===== config.mk =====
export PLATFORM = sky130hd
export DESIGN_NAME = expr_char_class
export DESIGN_NICKNAME = d
export VERILOG_FILES = /design/src/rtl/expr_pkg.sv /design/src/rtl/expr_char_class.sv
export SDC_FILE = /design/constraint.sdc
export NUM_CORES = 1
export LEC_CHECK = 0
export BUFFER_PORTS_ARGS = -buffer_cell sky130_fd_sc_hd__clkbuf_2
export CORE_AREA = 2 2 39 41
export DETAILED_ROUTE_END_ITERATION = 6
export DIE_AREA = 0 0 41 43
export PLACE_DENSITY = 0.36
export SLEW_MARGIN = 5
export SYNTH_ARGS = -nofsm -noshare
export SYNTH_HDL_FRONTEND = slang
export SYNTH_SLANG_ARGS = --single-unit

===== constraint.sdc =====
create_clock -name vclk -period 2.9
set_clock_uncertainty 0.05 [all_clocks]
set_input_delay 0.29 -clock vclk [all_inputs]
set_output_delay 0.29 -clock vclk [all_outputs]
set_load 0.005 [all_outputs]

===== src/rtl/expr_pkg.sv =====
// Shared definitions for the streaming expression checker.
//   - ASCII constants for digits, operators and parentheses
//   - operator-mask bit positions
//   - FSM state encoding and character-class encoding
package expr_pkg;

    localparam logic [7:0] CH_0     = 8'h30;
    localparam logic [7:0] CH_9     = 8'h39;
    localparam logic [7:0] CH_PLUS  = 8'h2B;
    localparam logic [7:0] CH_STAR  = 8'h2A;
    localparam logic [7:0] CH_MINUS = 8'h2D;
    localparam logic [7:0] CH_SLASH = 8'h2F;
    localparam logic [7:0] CH_LP    = 8'h28;
    localparam logic [7:0] CH_RP    = 8'h29;

    localparam int OPB_PLUS  = 0;
    localparam int OPB_STAR  = 1;
    localparam int OPB_MINUS = 2;
    localparam int OPB_SLASH = 3;

    typedef enum logic [1:0] {
        ST_EXP = 2'd0,
        ST_NUM = 2'd1,
        ST_CLS = 2'd2,
        ST_ERR = 2'd3
    } state_e;

    typedef enum logic [2:0] {
        CC_DIG = 3'd0,
        CC_OP  = 3'd1,
        CC_LP  = 3'd2,
        CC_RP  = 3'd3,
        CC_BAD = 3'd4
    } char_class_e;

endpackage


===== src/rtl/expr_char_class.sv =====
// Combinational character classifier.
//   i_char    : ASCII character
//   i_op_mask : enabled operators (bit0 '+', bit1 '*', bit2 '-', bit3 '/')
//   o_class   : DIG / OP / LP / RP / BAD; a disabled operator is BAD
module expr_char_class
    import expr_pkg::*;
(
    input  logic [7:0]  i_char,
    input  logic [3:0]  i_op_mask,
    output char_class_e o_class
);

    always_comb begin
        o_class = CC_BAD;
        if (i_char >= CH_0 && i_char <= CH_9)
            o_class = CC_DIG;
        else if (i_char == CH_LP)
            o_class = CC_LP;
        else if (i_char == CH_RP)
            o_class = CC_RP;
        else if ((i_char == CH_PLUS  && i_op_mask[OPB_PLUS])  ||
                 (i_char == CH_STAR  && i_op_mask[OPB_STAR])  ||
                 (i_char == CH_MINUS && i_op_mask[OPB_MINUS]) ||
                 (i_char == CH_SLASH && i_op_mask[OPB_SLASH]))
            o_class = CC_OP;
    end

endmodule


==> impl_metrics.env <==
export IMPL_initial_core_util=0.0940
export IMPL_drtIter0Drc=3
export IMPL_seq_cell_count=0
export IMPL_path_max_fanout=5
export IMPL_fin_crit_sh=0.580
export IMPL_dieArea_um2=1760
export IMPL_dpl_worst_slack_ps=1210
export IMPL_irDropWorstVdd_uv=20.2
export IMPL_crit_type="primary input to primary output"
export IMPL_syn_inst=18
export IMPL_synthDistinctLibCells=16
export IMPL_min_path_type="primary input to primary output"
export IMPL_critical_path_required_ps=2560
export IMPL_wire_per_inst_um=7.71
export IMPL_syn_nets=30
export IMPL_placed_area_um2=225
export IMPL_first_pass_iters=4
export IMPL_status="finished, final reports clean"
export IMPL_final_common_cell="clkbuf_2"
export IMPL_cts_repair_resized=0
export IMPL_syn2layout_area_growth_pct=73.1
export IMPL_stdcell_count=49
export IMPL_die_x_um=41
export IMPL_hpwl_um=357
export IMPL_finalSetupViolCount=0
export IMPL_seqCellArea_um2=0
export IMPL_fin_area_um2=225
export IMPL_grt_pass1_wl_um=669
export IMPL_grt_pass1_vias=172
export IMPL_nClkBuffers=0
export IMPL_layout_drive_gt1_share=0.606
export IMPL_dp_cells=49
export IMPL_power_leakage_nw=0.109
export IMPL_io_buffers=15
export IMPL_grt_setup_unrepaired="no"
export IMPL_crit_arrival_ps=1340
export IMPL_gp_congestion=0.652
export IMPL_p_per_area_nw_per_um2=97.9
export IMPL_track_usage=0.0509
export IMPL_routed_wl_um=378
export IMPL_power_total_mw=0.0220
export IMPL_rows=14
export IMPL_postRouteAntennaNets=0
export IMPL_yosysWarnings=0
export IMPL_hold_viol=0
export IMPL_ys_seq_area_frac=0
export IMPL_antenna_found_initial=0
export IMPL_max_freq_mhz=594
export IMPL_final_setup_worst_slack_ps=1220
export IMPL_vias_per_cell=3.78
export IMPL_grt_overflow=0
export IMPL_critPathLaunchType="primary input"
export IMPL_finalNetCount=47
export IMPL_min_period_ps=1680
export IMPL_vias=185
export IMPL_post_cts_buffers=0
export IMPL_final_cell_mix="15 x clkbuf_2, 2 x nand2_1, 2 x mux2i_1"
export IMPL_worstSetupEndpointType="primary output"
export IMPL_tightestPinTransition_ps=247
export IMPL_maxCapViolCount=0
export IMPL_report_final_slew_viol_count=0
export IMPL_grt_max_degree=7
export IMPL_diodes=0
export IMPL_holdWs_ps=790
export IMPL_drcViolationCount=0
export IMPL_die_y_um=43
export IMPL_synth_avg_cell_area_um2=7.23
export IMPL_coreArea_um2=1380
export IMPL_final_util=0.163
export IMPL_synth_area_um2=130
export IMPL_relSlewSlack=0.835
export IMPL_postCtsHoldBufs=0
export IMPL_finalSetupTns_ps=0
export IMPL_ios=15
## where the power goes
| group | internal, mW | switching [mW] |
|---|---|---|
| clock network | 0 | 0 |
| registers | 0 | 0 |
| logic | 0.0119 | 0.0102 |
| total | 0.0119 | 0.0102 |
## worst paths after layout
check	startpoint	end	slack (ps)	cells past startpoint
worst min-delay path	i_char[4]	o_class[0]	790	3
worst max-delay path	i_char[1]	o_class[0]	1220	5
## layout make-up
class,instances,area [um^2]
fill,163,1160
tap,16,20.0
timing repair buffer,15,75.1
multi-input combinational,16,123
inverter,2,7.51
## Yosys cell counts
cell type / number / area (um^2)
nor3_1: 1 / 5.00
or3b_1: 1 / 8.76
inv_1: 1 / 3.75
o21ai_1: 1 / 5.00
a211oi_2: 1 / 12.5
o32ai_1: 1 / 8.76
a211o_2: 1 / 10.0
mux2i_1: 2 / 20.0
inv_2: 1 / 3.75
nand3_1: 1 / 5.00
a31oi_1: 1 / 6.26
nand2b_1: 1 / 6.26
nand2_1: 2 / 7.51
nor3b_1: 1 / 7.51
or4_4: 1 / 11.3
or3b_2: 1 / 8.76
## routing by layer
metal	track usage	share of wire	up-vias
li1	-	-	102
met4	0	0	0
met3	0	0.082	0
met1	0.0949	0.51	74
met2	0.0656	0.41	9
met5	0	0	-
## kinds of logic after synthesis
logic type,count (synthesis),share of synthesized area
multiplexers,2,0.154
buffers and inverters,2,0.0576
AND/OR/NAND/NOR,9,0.462
AO/OA/AOI/OAI,5,0.327
## critical path: stages
cell      delay [ps]
clkbuf_2         140
inv_2             30
or4_4            530
a211oi_2         210
clkbuf_2         140
Note: power is estimated with default switching activity, not from simulation.
